File: src/rtl/serial_add_pkg.sv
// ----------------------------------------------------------------------------
// serial_add_pkg
//   Shared types and helpers for the bit-serial adder stage.
//   - state_t       : controller state (IDLE / RUN / DONE), 2-bit encoding
//   - DEFAULT_WIDTH : default operand width
//   - cnt_width()   : width of the bit counter that indexes 0..WIDTH-1
// ----------------------------------------------------------------------------
package serial_add_pkg;

    typedef enum logic [1:0] {
        ST_IDLE = 2'd0,
        ST_RUN  = 2'd1,
        ST_DONE = 2'd2
    } state_t;

    localparam int DEFAULT_WIDTH = 4;

    // The counter only needs to reach WIDTH-1. Keep at least one bit so
    // WIDTH=2 still gets a real register.
    function automatic int cnt_width(input int width);
        return (width > 2) ? $clog2(width) : 1;
    endfunction

endpackage

File: src/rtl/fa_cell.sv
// ----------------------------------------------------------------------------
// fa_cell
//   Single-bit combinational full adder. This is the only arithmetic cell in
//   the serial adder; every sum bit passes through it.
// Ports:
//   a, b   in  1  addend bits
//   cin    in  1  carry in
//   s      out 1  sum bit
//   cout   out 1  carry out
// ----------------------------------------------------------------------------
module fa_cell (
    input  logic a,
    input  logic b,
    input  logic cin,
    output logic s,
    output logic cout
);

    logic w_p;

    assign w_p  = a ^ b;
    assign s    = w_p ^ cin;
    assign cout = (a & b) | (cin & w_p);

endmodule

File: src/rtl/serial_add_ctrl.sv
// ----------------------------------------------------------------------------
// serial_add_ctrl
//   Bit-serial adder stage. On an accepted start the operands and carry-in are
//   captured; one bit pair per clock (LSB first) is then fed through a single
//   fa_cell and the sum is reassembled in a shift register. The result is
//   published together with a one-cycle done pulse and held until the next
//   accepted start.
//
//   A start accepted at edge N produces done in the cycle after edge N+WIDTH.
//   start is sampled only in IDLE or DONE; the DONE cycle can accept the next
//   operation directly, so back-to-back operations leave no idle cycle.
//
// Configuration:
//   SERIAL_ADD_OVF_EN  when defined, adds the ovf port (signed overflow,
//                      registered and held with sum). Undefined: no ovf port.
//
// Parameters:
//   WIDTH      operand/sum width, >= 2
// Ports:
//   clk        in   1      clock, rising edge
//   rst_n      in   1      asynchronous active-low reset
//   start      in   1      operation request
//   a, b       in   WIDTH  operands, captured on accepted start
//   carry_in   in   1      carry-in, captured on accepted start
//   busy       out  1      high while bits are being processed (RUN)
//   done       out  1      one-cycle pulse, result valid
//   sum        out  WIDTH  result (held)
//   carry_out  out  1      carry out of the MSB (held)
//   ovf        out  1      signed overflow (SERIAL_ADD_OVF_EN only)
// ----------------------------------------------------------------------------
module serial_add_ctrl
    import serial_add_pkg::*;
#(
    parameter int WIDTH = DEFAULT_WIDTH
) (
    input  logic             clk,
    input  logic             rst_n,
    input  logic             start,
    input  logic [WIDTH-1:0] a,
    input  logic [WIDTH-1:0] b,
    input  logic             carry_in,
    output logic             busy,
    output logic             done,
    output logic [WIDTH-1:0] sum,
    output logic             carry_out
`ifdef SERIAL_ADD_OVF_EN
    ,
    output logic             ovf
`endif
);

    localparam int             CW   = cnt_width(WIDTH);
    localparam logic [CW-1:0]  LAST = CW'(WIDTH - 1);

    state_t               r_state;
    state_t               w_next_state;
    logic                 w_accept;
    logic                 w_last;

    logic [WIDTH-1:0]     r_a_sh;
    logic [WIDTH-1:0]     r_b_sh;
    logic [WIDTH-2:0]     r_sum_sh;
    logic                 r_c;
    logic [CW-1:0]        r_cnt;

    logic                 r_done;
    logic [WIDTH-1:0]     r_sum;
    logic                 r_cout;

    logic                 w_s;
    logic                 w_cout;
    logic [WIDTH-1:0]     w_sum_next;

    fa_cell u_fa (
        .a    (r_a_sh[0]),
        .b    (r_b_sh[0]),
        .cin  (r_c),
        .s    (w_s),
        .cout (w_cout)
    );

    // New bit enters at the MSB; after WIDTH shifts bit 0 sits at the LSB.
    // On the last RUN edge this is the complete sum.
    assign w_sum_next = {w_s, r_sum_sh};

    // ------------------------------------------------------------------
    // FSM state register
    // ------------------------------------------------------------------
    // NOTE: state and datapath registers use non-blocking assignment so every
    // flop samples pre-edge values; blocking here would create ordering races.
    always_ff @(posedge clk or negedge rst_n) begin
        if (!rst_n) begin
            r_state <= ST_IDLE;
        end else begin
            r_state <= w_next_state;
        end
    end

    // ------------------------------------------------------------------
    // FSM next-state / decode
    // ------------------------------------------------------------------
    // NOTE: every output of this block is given a default first so no path
    // leaves a signal unassigned, which would otherwise infer a latch.
    always_comb begin
        w_next_state = r_state;
        w_accept     = 1'b0;
        w_last       = 1'b0;
        unique case (r_state)
            ST_IDLE: begin
                if (start) begin
                    w_accept     = 1'b1;
                    w_next_state = ST_RUN;
                end
            end
            ST_RUN: begin
                if (r_cnt == LAST) begin
                    w_last       = 1'b1;
                    w_next_state = ST_DONE;
                end
            end
            ST_DONE: begin
                if (start) begin
                    w_accept     = 1'b1;
                    w_next_state = ST_RUN;
                end else begin
                    w_next_state = ST_IDLE;
                end
            end
            default: begin
                w_next_state = ST_IDLE;
            end
        endcase
    end

    // ------------------------------------------------------------------
    // Datapath: capture, serial shift, result publication
    // ------------------------------------------------------------------
    always_ff @(posedge clk or negedge rst_n) begin
        if (!rst_n) begin
            r_a_sh   <= '0;
            r_b_sh   <= '0;
            r_sum_sh <= '0;
            r_c      <= 1'b0;
            r_cnt    <= '0;
            r_done   <= 1'b0;
            r_sum    <= '0;
            r_cout   <= 1'b0;
        end else begin
            r_done <= w_last;
            if (w_accept) begin
                r_a_sh <= a;
                r_b_sh <= b;
                r_c    <= carry_in;
                r_cnt  <= '0;
            end else if (r_state == ST_RUN) begin
                r_a_sh   <= r_a_sh >> 1;
                r_b_sh   <= r_b_sh >> 1;
                r_sum_sh <= w_sum_next[WIDTH-1:1];
                r_c      <= w_cout;
                r_cnt    <= r_cnt + CW'(1);
            end
            if (w_last) begin
                r_sum  <= w_sum_next;
                r_cout <= w_cout;
            end
        end
    end

`ifdef SERIAL_ADD_OVF_EN
    logic r_ovf;

    // On the last RUN edge r_c is the carry into the MSB.
    always_ff @(posedge clk or negedge rst_n) begin
        if (!rst_n) begin
            r_ovf <= 1'b0;
        end else if (w_last) begin
            r_ovf <= r_c ^ w_cout;
        end
    end

    assign ovf = r_ovf;
`endif

    assign busy      = (r_state == ST_RUN);
    assign done      = r_done;
    assign sum       = r_sum;
    assign carry_out = r_cout;

endmodule

File: config.mk
export PLATFORM = sky130hd
export DESIGN_NAME = serial_add_ctrl
export DESIGN_NICKNAME = d
export VERILOG_FILES = /design/src/rtl/serial_add_pkg.sv /design/src/rtl/fa_cell.sv /design/src/rtl/serial_add_ctrl.sv
export SDC_FILE = /design/constraint.sdc
export NUM_CORES = 1
export LEC_CHECK = 0
export ABC_CLOCK_PERIOD_IN_PS = 1200
export CORE_MARGIN = 8
export CORE_UTILIZATION = 40
export CTS_CLUSTER_SIZE = 10
export DETAILED_ROUTE_END_ITERATION = 10
export PLACE_DENSITY = 0.66
export SYNTH_ARGS = -nofsm -noshare
export SYNTH_HDL_FRONTEND = slang
export SYNTH_SLANG_ARGS = --single-unit
File: constraint.sdc
create_clock -name clk -period 1.2 [get_ports clk]
set_input_delay 0.3 -clock clk [delete_from_list [all_inputs] [get_ports clk]]
set_output_delay 0.3 -clock clk [all_outputs]
set_load 0.02 [all_outputs]
==> out/results.ini, run 1 <==
[placed_design]
post_dp_cell_area_mm2 = 0.001368
place.gp.congestion = 0.7863
dp_slack_ns = -0.2814
hpwl_mm = 1.456
numPortBuffers = 18

[clock_network]
clock_path_buffers = 2
hold_buffers = 0
cts_root_buffer = clkbuf_4
h-tree-depth = 1
clk_pin_slew_ns = 0.13
clock_sinks = 22
clock_latency_ns = 0.31
cts_tree = done
cts_buffers = 3

[logic_synthesis]
netlist_top_cells_count = dfrtp_1, nand2_1, mux2_4, mux2i_1, nor2b_1
synth_area_mm2 = 0.001025
synthCells = 85
synth_mux_area_share_pct = 13.31
synth_edf_count = 0
synth_xor_area_share_pct = 0
syn-num-nets = 99
synth.most_common_cell = dfrtp_1
synthArstFlopShare_pct = 100.0
ys_types = 24
yosys.area_share.simple_pct = 14.53
ys_seq_elements = 22
yosysWarnings = 0
synth_compound_area_share_pct = 10.01
syn_avg_cell_area_um2 = 12.06
synthAdderAreaFrac_pct = 3.175
yosysSeqAreaShare_pct = 53.72
ys.flop_type = dfrtp_1
synth_top_family_by_area = simple AND/OR/NAND/NOR gates
synthTopCellsByArea = dfrtp_1, mux2_4, mux2i_1
yosysTopAreaCell = dfrtp_1
yosys.area.top_type_share_pct = 53.72

[finish]
multi_input_area_um2 = 432.9
diodes = 0
fill_cells = 225
fin_nets = 139
seqCellArea_um2 = 550.5
syn2layout_area_growth_pct = 37.48
final_util_pct = 57.39
drive_gt1_share_pct = 35.48
postLayoutCellArea_mm2 = 0.001409

[timing]
finalCritPeriodShare_pct = 111.1
finalWorstSetupSlack_ns = -0.1333
min_period_ns = 1.333
drv_slew = 0
grt_setup_unrepaired = yes
finalSetupViolCount = 8
tightest_slew_ns = 0.2394
hold_viol_final = 0
fmax_ghz = 0.7500
hold-worst-slack_ns = 0.3182
max-slew-margin-rel_pct = 83.94
finClkSkew_ns = 0.008208

[setup_path]
critical_path_required_ns = 0.90
critPathLaunchType = flop
worstPathMaxFanout = 2
arrival_ns = 1.03
path_cells = nand2b_4 -> inv_12 -> buf_8
slowest_delay_ns = 0.40
reg2reg_depth = 5
crit_buf_inv = 2
cp_top_family = flip-flops
crit_type = flop to primary output
cp.depth = 3
critPathSlowestCell = dfrtp_1
cp-end-kind = primary output

[die]
core_mm2 = 0.002455
ioPinCount = 19
initial_core_util_pct = 41.74
die_x_um = 66.62
dieArea_mm2 = 0.004438
num_rows = 18
die_height_um = 66.62

[routing]
drt_pass1_iterations = 2
dr_total_vias = 732
wire_per_inst_um = 13.37
routed_wl_mm = 2.059
drt_iter0_markers = 17
routed_via_density = 4.753
drc = 0
antenna_left = 0

[global_route]
overflow = 0
grt_pass1_vias = 733
antenna_found_initial = 0
grt_max_degree = 23
grt_util_all_layers_pct = 9.626
grt_pass1_wl_mm = 3.374

[power_and_ir_drop]
finalPower_mw = 3.795
leakagePower_nw = 0.6906
p_per_area_mw_per_mm2 = 2694
ir_worst_vdd_mv = 1.462

[run_status]
status = complete, but fails checks
violations = setup timing

[run]
maxCapViolCount = 0

[min_path]
hold_path_class = input pin to asynchronous set/reset pin

cell type report:
type	instances	share of cell area, %
Clock buffer	4	2.575
Inverter	3	1.687
Multi-Input combinational cell	56	30.73
Sequential cell	22	39.08
Tap cell	30	2.664
Timing Repair Buffer	39	23.27
layout by cell type (no fill, tap or decap):
cell             synthesis  layout
ha_1                     1       1
nor2_1                   4       4
nand2b_4                 1       2
a22oi_1                  1       1
dlymetal6s2s_1           0       1
nor2b_2                  0       1
inv_12                   1       1
nand2_8                  1       1
buf_2                    0       6
mux2_4                   5       5
a22o_1                   2       2
clkbuf_4                 0       3
o22ai_1                  2       2
mux2i_1                  5       5
clkdlybuf4s50_1          0      10
nand2_1                 10      10
fa_2                     0       1
inv_1                    2       2
a21oi_1                  4       4
nor2b_1                  5       4
a211oi_1                 4       4
nand3_1                  3       3
buf_4                    0      20
clkbuf_8                 0       1
buf_8                    0       1
dfrtp_1                 22      22
mux2_2                   1       1
buf_12                   0       1
nor3_1                   2       2
o21ai_0                  3       3
routing by layer:
layer	routed length (um)	global-route usage [%]
met5	0	0
met1	933	11.70
met2	992	15.29
met3	117	3.020
met4	16	4.000
kinds of logic after synthesis:
kind of cell | after synthesis
AO/OA/AOI/OAI | 16
adder cells (fa/ha/maj) | 2
buffers and inverters | 7
flip-flops | 22
multiplexers | 11
AND/OR/NAND/NOR | 27
sequential cells by signal, summed over array words and instances, names as in the netlist:
name,cells
done,1
r_sum_sh,3
r_a_sh,4
sum,4
r_state,2
r_b_sh,4
carry_out,1
r_c,1
r_cnt,2
worst paths after layout:
kind | from | endpoint | slack, ns
max in group asynchronous | rst_n | r_cnt[0] | 0.74
setup reg to reg | r_state[1] | sum[1] | -0.11
hold / removal | rst_n | r_b_sh[3] | 0.32
min in group clk | start | r_state[0] | 0.38
hold reg to reg | r_sum_sh[0] | r_sum_sh[0] | 0.49
setup / recovery | r_state[1] | busy | -0.13
stage by stage:
step | std cells | TNS, ns
floorplan | 85 | -0.6272
global placement | 148 | -2.698
detailed placement | 148 | -3.088
CTS | 153 | -0.8248
global route | 154 | -1.178
finish | 154 | -0.6983
report_power, final:
| group | total (mW) | leakage (nW) | switching (mW) | internal, mW |
|---|---|---|---|---|
| Clock | 0.420 | 0.0210 | 0.235 | 0.185 |
| Sequential | 1.29 | 0.271 | 0.205 | 1.09 |
| Combinational | 2.08 | 0.398 | 0.945 | 1.14 |
repair_timing:
| action | in CTS | in global routing |
|---|---|---|
| endpoints found under the setup margin | 15 | 18 |
| pin swaps | 0 | 0 |
| resized for setup | 32 | 4 |
| buffers inserted | 1 | 1 |
(Power assumes the default switching activity.)
==> run 2, diff against run 1 <==
--- a/config.mk
+++ b/config.mk
@@ -5,11 +5,13 @@
 export SDC_FILE = /design/constraint.sdc
 export NUM_CORES = 1
 export LEC_CHECK = 0
+export ABC_AREA = 0
 export ABC_CLOCK_PERIOD_IN_PS = 1200
 export CORE_MARGIN = 8
 export CORE_UTILIZATION = 40
 export CTS_CLUSTER_SIZE = 10
 export DETAILED_ROUTE_END_ITERATION = 10
+export HOLD_SLACK_MARGIN = 0.15
 export PLACE_DENSITY = 0.66
 export SYNTH_ARGS = -nofsm -noshare
 export SYNTH_HDL_FRONTEND = slang
==> results of run 2 <==
The final DEF is identical to that of run 1; final timing and power are the same.
==> run 3, diff against run 2 <==
--- a/config.mk
+++ b/config.mk
@@ -5,14 +5,14 @@
 export SDC_FILE = /design/constraint.sdc
 export NUM_CORES = 1
 export LEC_CHECK = 0
-export ABC_AREA = 0
+export ABC_AREA = 1
 export ABC_CLOCK_PERIOD_IN_PS = 1200
 export CORE_MARGIN = 8
-export CORE_UTILIZATION = 40
+export CORE_UTILIZATION = 45
 export CTS_CLUSTER_SIZE = 10
 export DETAILED_ROUTE_END_ITERATION = 10
 export HOLD_SLACK_MARGIN = 0.15
-export PLACE_DENSITY = 0.66
+export PLACE_DENSITY = 0.73
 export SYNTH_ARGS = -nofsm -noshare
 export SYNTH_HDL_FRONTEND = slang
 export SYNTH_SLANG_ARGS = --single-unit
==> run 3 against run 2 <==
Compared with the run above: the flow still finishes with violations (setup timing); fmax up 2.7%; cell area is 0.89% higher; cell count is 17% higher; first-iteration DRC count rose by 41%; non-clock buffer count fell by 5; global-route usage increased by 0.88 points; sequential cell count is the same; critical path depth down 1; routed wire length shrank 2.2%; sequential share of layout area is 0.26 points lower; die area is 6.1% lower; highest routed layer unchanged.
==> out/results.ini, run 3 <==
[clock_network]
clock_latency_ns = 0.30  ; about the same
clk_pin_slew_ns = 0.12  ; about the same
clock_path_buffers = 2  ; unchanged
cts_buffers = 3  ; unchanged
hold_buffers = 0  ; unchanged
h-tree-depth = 1  ; unchanged
cts_root_buffer = clkbuf_4
cts_tree = done
clock_sinks = 22  ; unchanged

[timing]
finalCritPeriodShare_pct = 108.1  ; -3.0 points
drv_slew = 0  ; unchanged
finalWorstSetupSlack_ns = -0.09760  ; +0.03565 ns
hold-worst-slack_ns = 0.3307  ; +0.01249 ns
setup_tns_ns = -0.09760  ; +0.6007 ns
hold_viol_final = 0  ; unchanged
fmax_ghz = 0.7707  ; +2.7%
grt_setup_unrepaired = yes
max-slew-margin-rel_pct = 88.48  ; +4.5 points
finalSetupViolCount = 1  ; -7
min_period_ns = 1.298  ; -0.03565 ns
finClkSkew_ns = 0.005701  ; -0.002507 ns
tightest_slew_ns = 0.1710  ; -0.06836 ns

[finish]
fin_cells = 180  ; +17%
fin_nets = 167  ; +20%
final_util_pct = 64.25  ; +6.9 points
drive_gt1_share_pct = 32.24  ; -3.2 points
syn2layout_area_growth_pct = 33.96
layout_commonest_cell = nand2_1
fill_cells = 202  ; -10%
final_cell_mix = nand2_1, dfrtp_1, buf_4
diodes = 0  ; unchanged

[setup_path]
cp_top_family = flip-flops
reg2reg_depth = 3  ; -2
worstPathMaxFanout = 2  ; unchanged
r2r-end = r_sum_sh[2]
crit_buf_inv = 1  ; -1
path_cells = nor2_8 -> buf_6
cp-end-kind = primary output
critPathSlowestCell = dfrtp_2
critPathLaunchType = flop
arrival_ns = 1.00  ; -0.03 ns
r2r_slack_ns = 0.01  ; +0.12 ns
timing.rr.start = r_b_sh[0]
crit_type = flop to primary output
slowest_delay_ns = 0.46  ; +0.06 ns
critical_path_required_ns = 0.90  ; about the same

[placed_design]
numPortBuffers = 18  ; unchanged
dp_cells = 171  ; +16%
place.gp.congestion = 0.8101  ; +3.0%
hpwl_mm = 1.505  ; +3.4%

[power_and_ir_drop]
leakagePower_nw = 0.7654  ; +11%
finalPower_mw = 3.786  ; -0.23%
ir_worst_vdd_mv = 1.515  ; +3.6%
switching_share_pct = 42.02  ; +5.5 points
power_frac_seq_pct = 34.8  ; +0.7 points
power.switching_mw = 1.591  ; +15%
p_per_area_mw_per_mm2 = 2664  ; -1.1%
internal_power_mw = 2.195  ; -8.9%
comb_power_share_pct = 54.7  ; -0.2 points
power_frac_clock_pct = 10.5  ; -0.6 points

[logic_synthesis]
ys_types = 20  ; -17%
syn_avg_cell_area_um2 = 9.226  ; -23%
synth.most_common_cell = nand2_1
ys.flop_type = dfrtp_1
yosysWarnings = 0  ; unchanged
yosys.area.top_type_share_pct = 51.89  ; -1.8 points
synthArstFlopShare_pct = 100.0  ; unchanged
yosysTopAreaCell = dfrtp_1
synthCells = 115  ; +35%
synthTopCellsByArea = dfrtp_1, nand2_1, inv_1
synth_area_mm2 = 0.001061  ; +3.5%
netlist_top_cells_count = nand2_1, dfrtp_1, inv_1
ys_seq_elements = 22  ; unchanged
syn-num-nets = 129  ; +30%
synth_edf_count = 0  ; unchanged
yosysSeqAreaShare_pct = 51.89  ; -1.8 points

[routing]
antenna_left = 0  ; unchanged
routed_via_density = 4.611  ; -3.0%
dr_total_vias = 830  ; +13%
drt_pass1_iterations = 4  ; +2
routed_wl_mm = 2.014  ; -2.2%
drc = 0  ; unchanged
drt_iter0_markers = 24  ; +7
wire_per_inst_um = 11.19  ; -16%

[die]
dieArea_mm2 = 0.004167  ; -6.1%
ioPinCount = 19  ; unchanged
num_rows = 17  ; -1
initial_core_util_pct = 47.96  ; +6.2 points
die_height_um = 64.56  ; -3.1%
die_x_um = 64.56  ; -3.1%
core_mm2 = 0.002212  ; -9.9%

[global_route]
overflow = 0  ; unchanged
grt_util_all_layers_pct = 10.51  ; +0.88 points
antenna_found_initial = 0  ; unchanged
grt_pass1_vias = 875  ; +19%
grt_max_degree = 23  ; unchanged
grt_pass1_wl_mm = 3.539  ; +4.9%

[run_status]
violations = setup timing
status = complete, but fails checks

[run]
maxCapViolCount = 0  ; unchanged

[min_path]
hold_path_class = input pin to asynchronous set/reset pin

==> run 3: changes by cell type after synthesis, moves of 3 or more <==
cell	change
nand2_1	+27
inv_1	+12
nand2_2	+8
mux2_4	-5
mux2i_1	-5
nand3_1	+5
nor2b_1	-5
a211oi_1	-4
o21ai_0	+4
a21oi_1	-3
==> run 3: worst max path at each step <==
stage	endpoint	depth (start not counted)	from	slack, ns
after CTS	busy	2	r_state[1]	-0.13
after global routing	busy	2	r_state[1]	-0.13
after global placement	r_a_sh[2]	6	start	-0.26
after detailed placement	r_b_sh[0]	6	start	-0.26
after floorplan	r_sum_sh[2]	3	r_c	0.04
final	busy	2	r_state[1]	-0.1
==> run 3: cells by family after synthesis <==
logic type	Yosys count	share of synthesized area [%]
buffers and inverters	19	9.080
adder cells (fa/ha/maj)	2	3.066
flip-flops	22	51.89
AO/OA/AOI/OAI	9	4.244
AND/OR/NAND/NOR	63	31.72
==> run 3: metal layers <==
metal,wire length [um],global-route usage (%)
met1,875,11.31
met3,120,3.265
met4,53,5.995
met2,964,17.89
met5,0,0
==> run 3: what timing repair did <==
item / CTS / global route
setup endpoints to repair: 10 / 13
buffers inserted: 1 / 4
gates resized for setup: 33 / 5
pin swaps: 0 / 5
==> run 3: power groups by stage <==
stage / registers (mW) / logic, mW / clock network [mW]
after detailed placement: 1.34 / 1.94 / 0
after global routing: 1.36 / 2.32 / 0.441
after CTS: 1.32 / 1.94 / 0.417
after floorplan: 1.40 / 1.20 / 0
after global placement: 1.31 / 1.89 / 0
final: 1.32 / 2.07 / 0.398
==> run 3: metrics by stage <==
| step | setup slack, ns | instance area (um2) |
|---|---|---|
| finish | -0.09760 | 1421 |
| floorplan | 0.03960 | 1061 |
| global placement | -0.2582 | 1360 |
| CTS | -0.1271 | 1380 |
| global route | -0.1347 | 1421 |
| detailed placement | -0.2620 | 1360 |
==> run 3: final cells by class <==
cell class	instances	area, um2	share of cell area, %
Tap cell	28	35.03	2.465
Inverter	18	85.08	5.986
Clock buffer	4	36.28	2.553
Multi-Input combinational cell	74	425.4	29.93
Sequential cell	22	551.8	38.82
Timing Repair Buffer	34	287.8	20.25
==> RTL change: new RTL, config.mk and constraints of run 3 <==
Register the inputs `start`, `a`, `b` and `carry_in` before use. The logic sees them one clock later. Comments in the files are not updated.
--- a/src/rtl/serial_add_ctrl.sv
+++ b/src/rtl/serial_add_ctrl.sv
@@ -53,4 +53,16 @@
     localparam logic [CW-1:0]  LAST = CW'(WIDTH - 1);
 
+    logic start_q;
+    logic [WIDTH-1:0] a_q;
+    logic [WIDTH-1:0] b_q;
+    logic carry_q;
+
+    always_ff @(posedge clk) begin
+        start_q <= start;
+        a_q     <= a;
+        b_q     <= b;
+        carry_q <= carry_in;
+    end
+
     state_t               r_state;
     state_t               w_next_state;
@@ -108,5 +120,5 @@
         unique case (r_state)
             ST_IDLE: begin
-                if (start) begin
+                if (start_q) begin
                     w_accept     = 1'b1;
                     w_next_state = ST_RUN;
@@ -120,5 +132,5 @@
             end
             ST_DONE: begin
-                if (start) begin
+                if (start_q) begin
                     w_accept     = 1'b1;
                     w_next_state = ST_RUN;
@@ -149,7 +161,7 @@
             r_done <= w_last;
             if (w_accept) begin
-                r_a_sh <= a;
-                r_b_sh <= b;
-                r_c    <= carry_in;
+                r_a_sh <= a_q;
+                r_b_sh <= b_q;
+                r_c    <= carry_q;
                 r_cnt  <= '0;
             end else if (r_state == ST_RUN) begin
Check against the original RTL: not equivalent (Yosys sat finds a counterexample within 4 cycles, from zero or initial values and one cycle with rst_n low).
==> RTL change against run 3 <==
The run still ends with negative setup slack left. Global-route usage up 0.25 points. Worst setup slack better by 5.3 ps. Clock power up 96%. Area after synthesis up 11%. Design area up 11%. Die area up 8.5%. Sequential cell count up 10. Routed wire length up 2.9%. Power up 10%. Via count up 3.7%. Highest routed layer is now met3.
==> RTL change: results (changes against run 3) <==
[outcome]
status=complete, but fails checks  ; unchanged
violations=negative setup slack  ; unchanged

[cells_and_area]
seq_cell_count=32  ; was 22
regArea_um2=751  ; was 552 um^2
stdcell_count=189  ; was 180
bufAreaShareNonClock=0.171  ; was 0.202
area_growth_pct=33.5  ; was 34.0%
multi_input_area_share=0.235  ; was 0.299
fin_nets=172  ; was 167
clkbuf_count=6  ; was 4
n_fill_cell=228  ; was 202
buffers=27  ; was 34
multi_input_cells=74  ; unchanged
clk_share=0.0484  ; was 0.0255
drive_above_1_share=0.233  ; was 0.322

[clock_tree]
cts_buffers=5  ; was 3
h-tree-depth=2  ; was 1
clk_latency_ps=320  ; was 300 ps
clkSlewWorstSetupHoldPaths_ps=90  ; was 120 ps

[global_routing]
antenna_found_initial=0  ; unchanged
grt_pass1_wl_mm=3.75  ; was 3.54 mm
grt_pass1_vias=917  ; was 875
grt.total_usage=0.108  ; was 0.105

[place]
placed_cell_area_um2=1460  ; was 1360 um^2
dp_worst_setup_slack_ps=-219  ; was -262 ps
dp_cells=179  ; was 171
gp_congestion=0.807  ; was 0.810
dp_hpwl_mm=1.50  ; was 1.51 mm

[setup_path]
crit_family=flip-flops  ; unchanged
slowest_delay_ps=420  ; was 460 ps
reg2reg_from=r_c  ; was r_b_sh[0]
cp_slowest_cell=dfrtp_1  ; was dfrtp_2

[synth]
syn_avg_cell_area_um2=9.45  ; was 9.23 um^2
synthAdderAreaFrac=0.0275  ; was 0.0307
synth_seq_area_share=0.636  ; was 0.519
synth-async-reset-ratio=0.688  ; was 1.00
synth_compound_area_frac=0.0381  ; was 0.0425
synth_cell_types=18  ; was 20
synth_common_cells=47 x nand2_1, 22 x dfrtp_1, 14 x inv_1  ; was 37 x nand2_1, 22 x dfrtp_1, 14 x inv_1
yosys-top-cells-area=dfrtp_1 47%, dfxtp_1 17%, nand2_1 15%  ; was dfrtp_1 52%, nand2_1 13%, inv_1 5.0%

[sta]
max-slew-margin-rel=0.891  ; was 0.885
fin_tns_setup_ps=-92.3  ; was -97.6 ps
skew_ps=4.45  ; was 5.70 ps
finalSetupViolCount=1  ; unchanged
layout_setup_ws_ps=-92.3  ; was -97.6 ps

[routing]
dr.pass1.iters=3  ; was 4
via_per_inst=4.56  ; was 4.61
drt-total-wl_mm=2.07  ; was 2.01 mm

[floorplan]
die_x_um=67.2  ; was 64.6 um

[pwr]
ir_drop_mv=1.35  ; was 1.51 mV

[hold_path]
hp-class=primary input to asynchronous set/reset pin  ; unchanged

-- RTL change: where the power goes --
group / internal [mW] / leakage (nW) / switching [mW]
Sequential: 1.43 / 0.361 / 0.221
Combinational: 0.782 / 0.427 / 0.973
Clock: 0.437 / 0.0422 / 0.342
-- RTL change: what timing repair did --
action | CTS | global route
pin swaps | 3 | 1
resized for setup | 36 | 15
buffers inserted | 0 | 2
cloned | 0 | 0
setup endpoints to repair | 10 | 15
-- RTL change: path summary, 6_finish.rpt --
kind                          endpoint  slack (ps)  cells past startpoint
max                               busy         -90                      2
min                          r_a_sh[0]         320                      2
max reg2reg                r_sum_sh[2]           0                      3
min reg2reg                  r_b_sh[3]         430                      2
max in group asynchronous  r_sum_sh[2]         750                      2
min in group clk                b_q[3]         410                      1
-- RTL change: per-layer routing --
metal | vias up | global-route usage | share of wire
li1 | 443 | - | -
met1 | 395 | 0.113 | 0.44
met2 | 23 | 0.176 | 0.48
met3 | 0 | 0.0596 | 0.087
met4 | 0 | 0.0444 | 0
met5 | - | 0 | 0
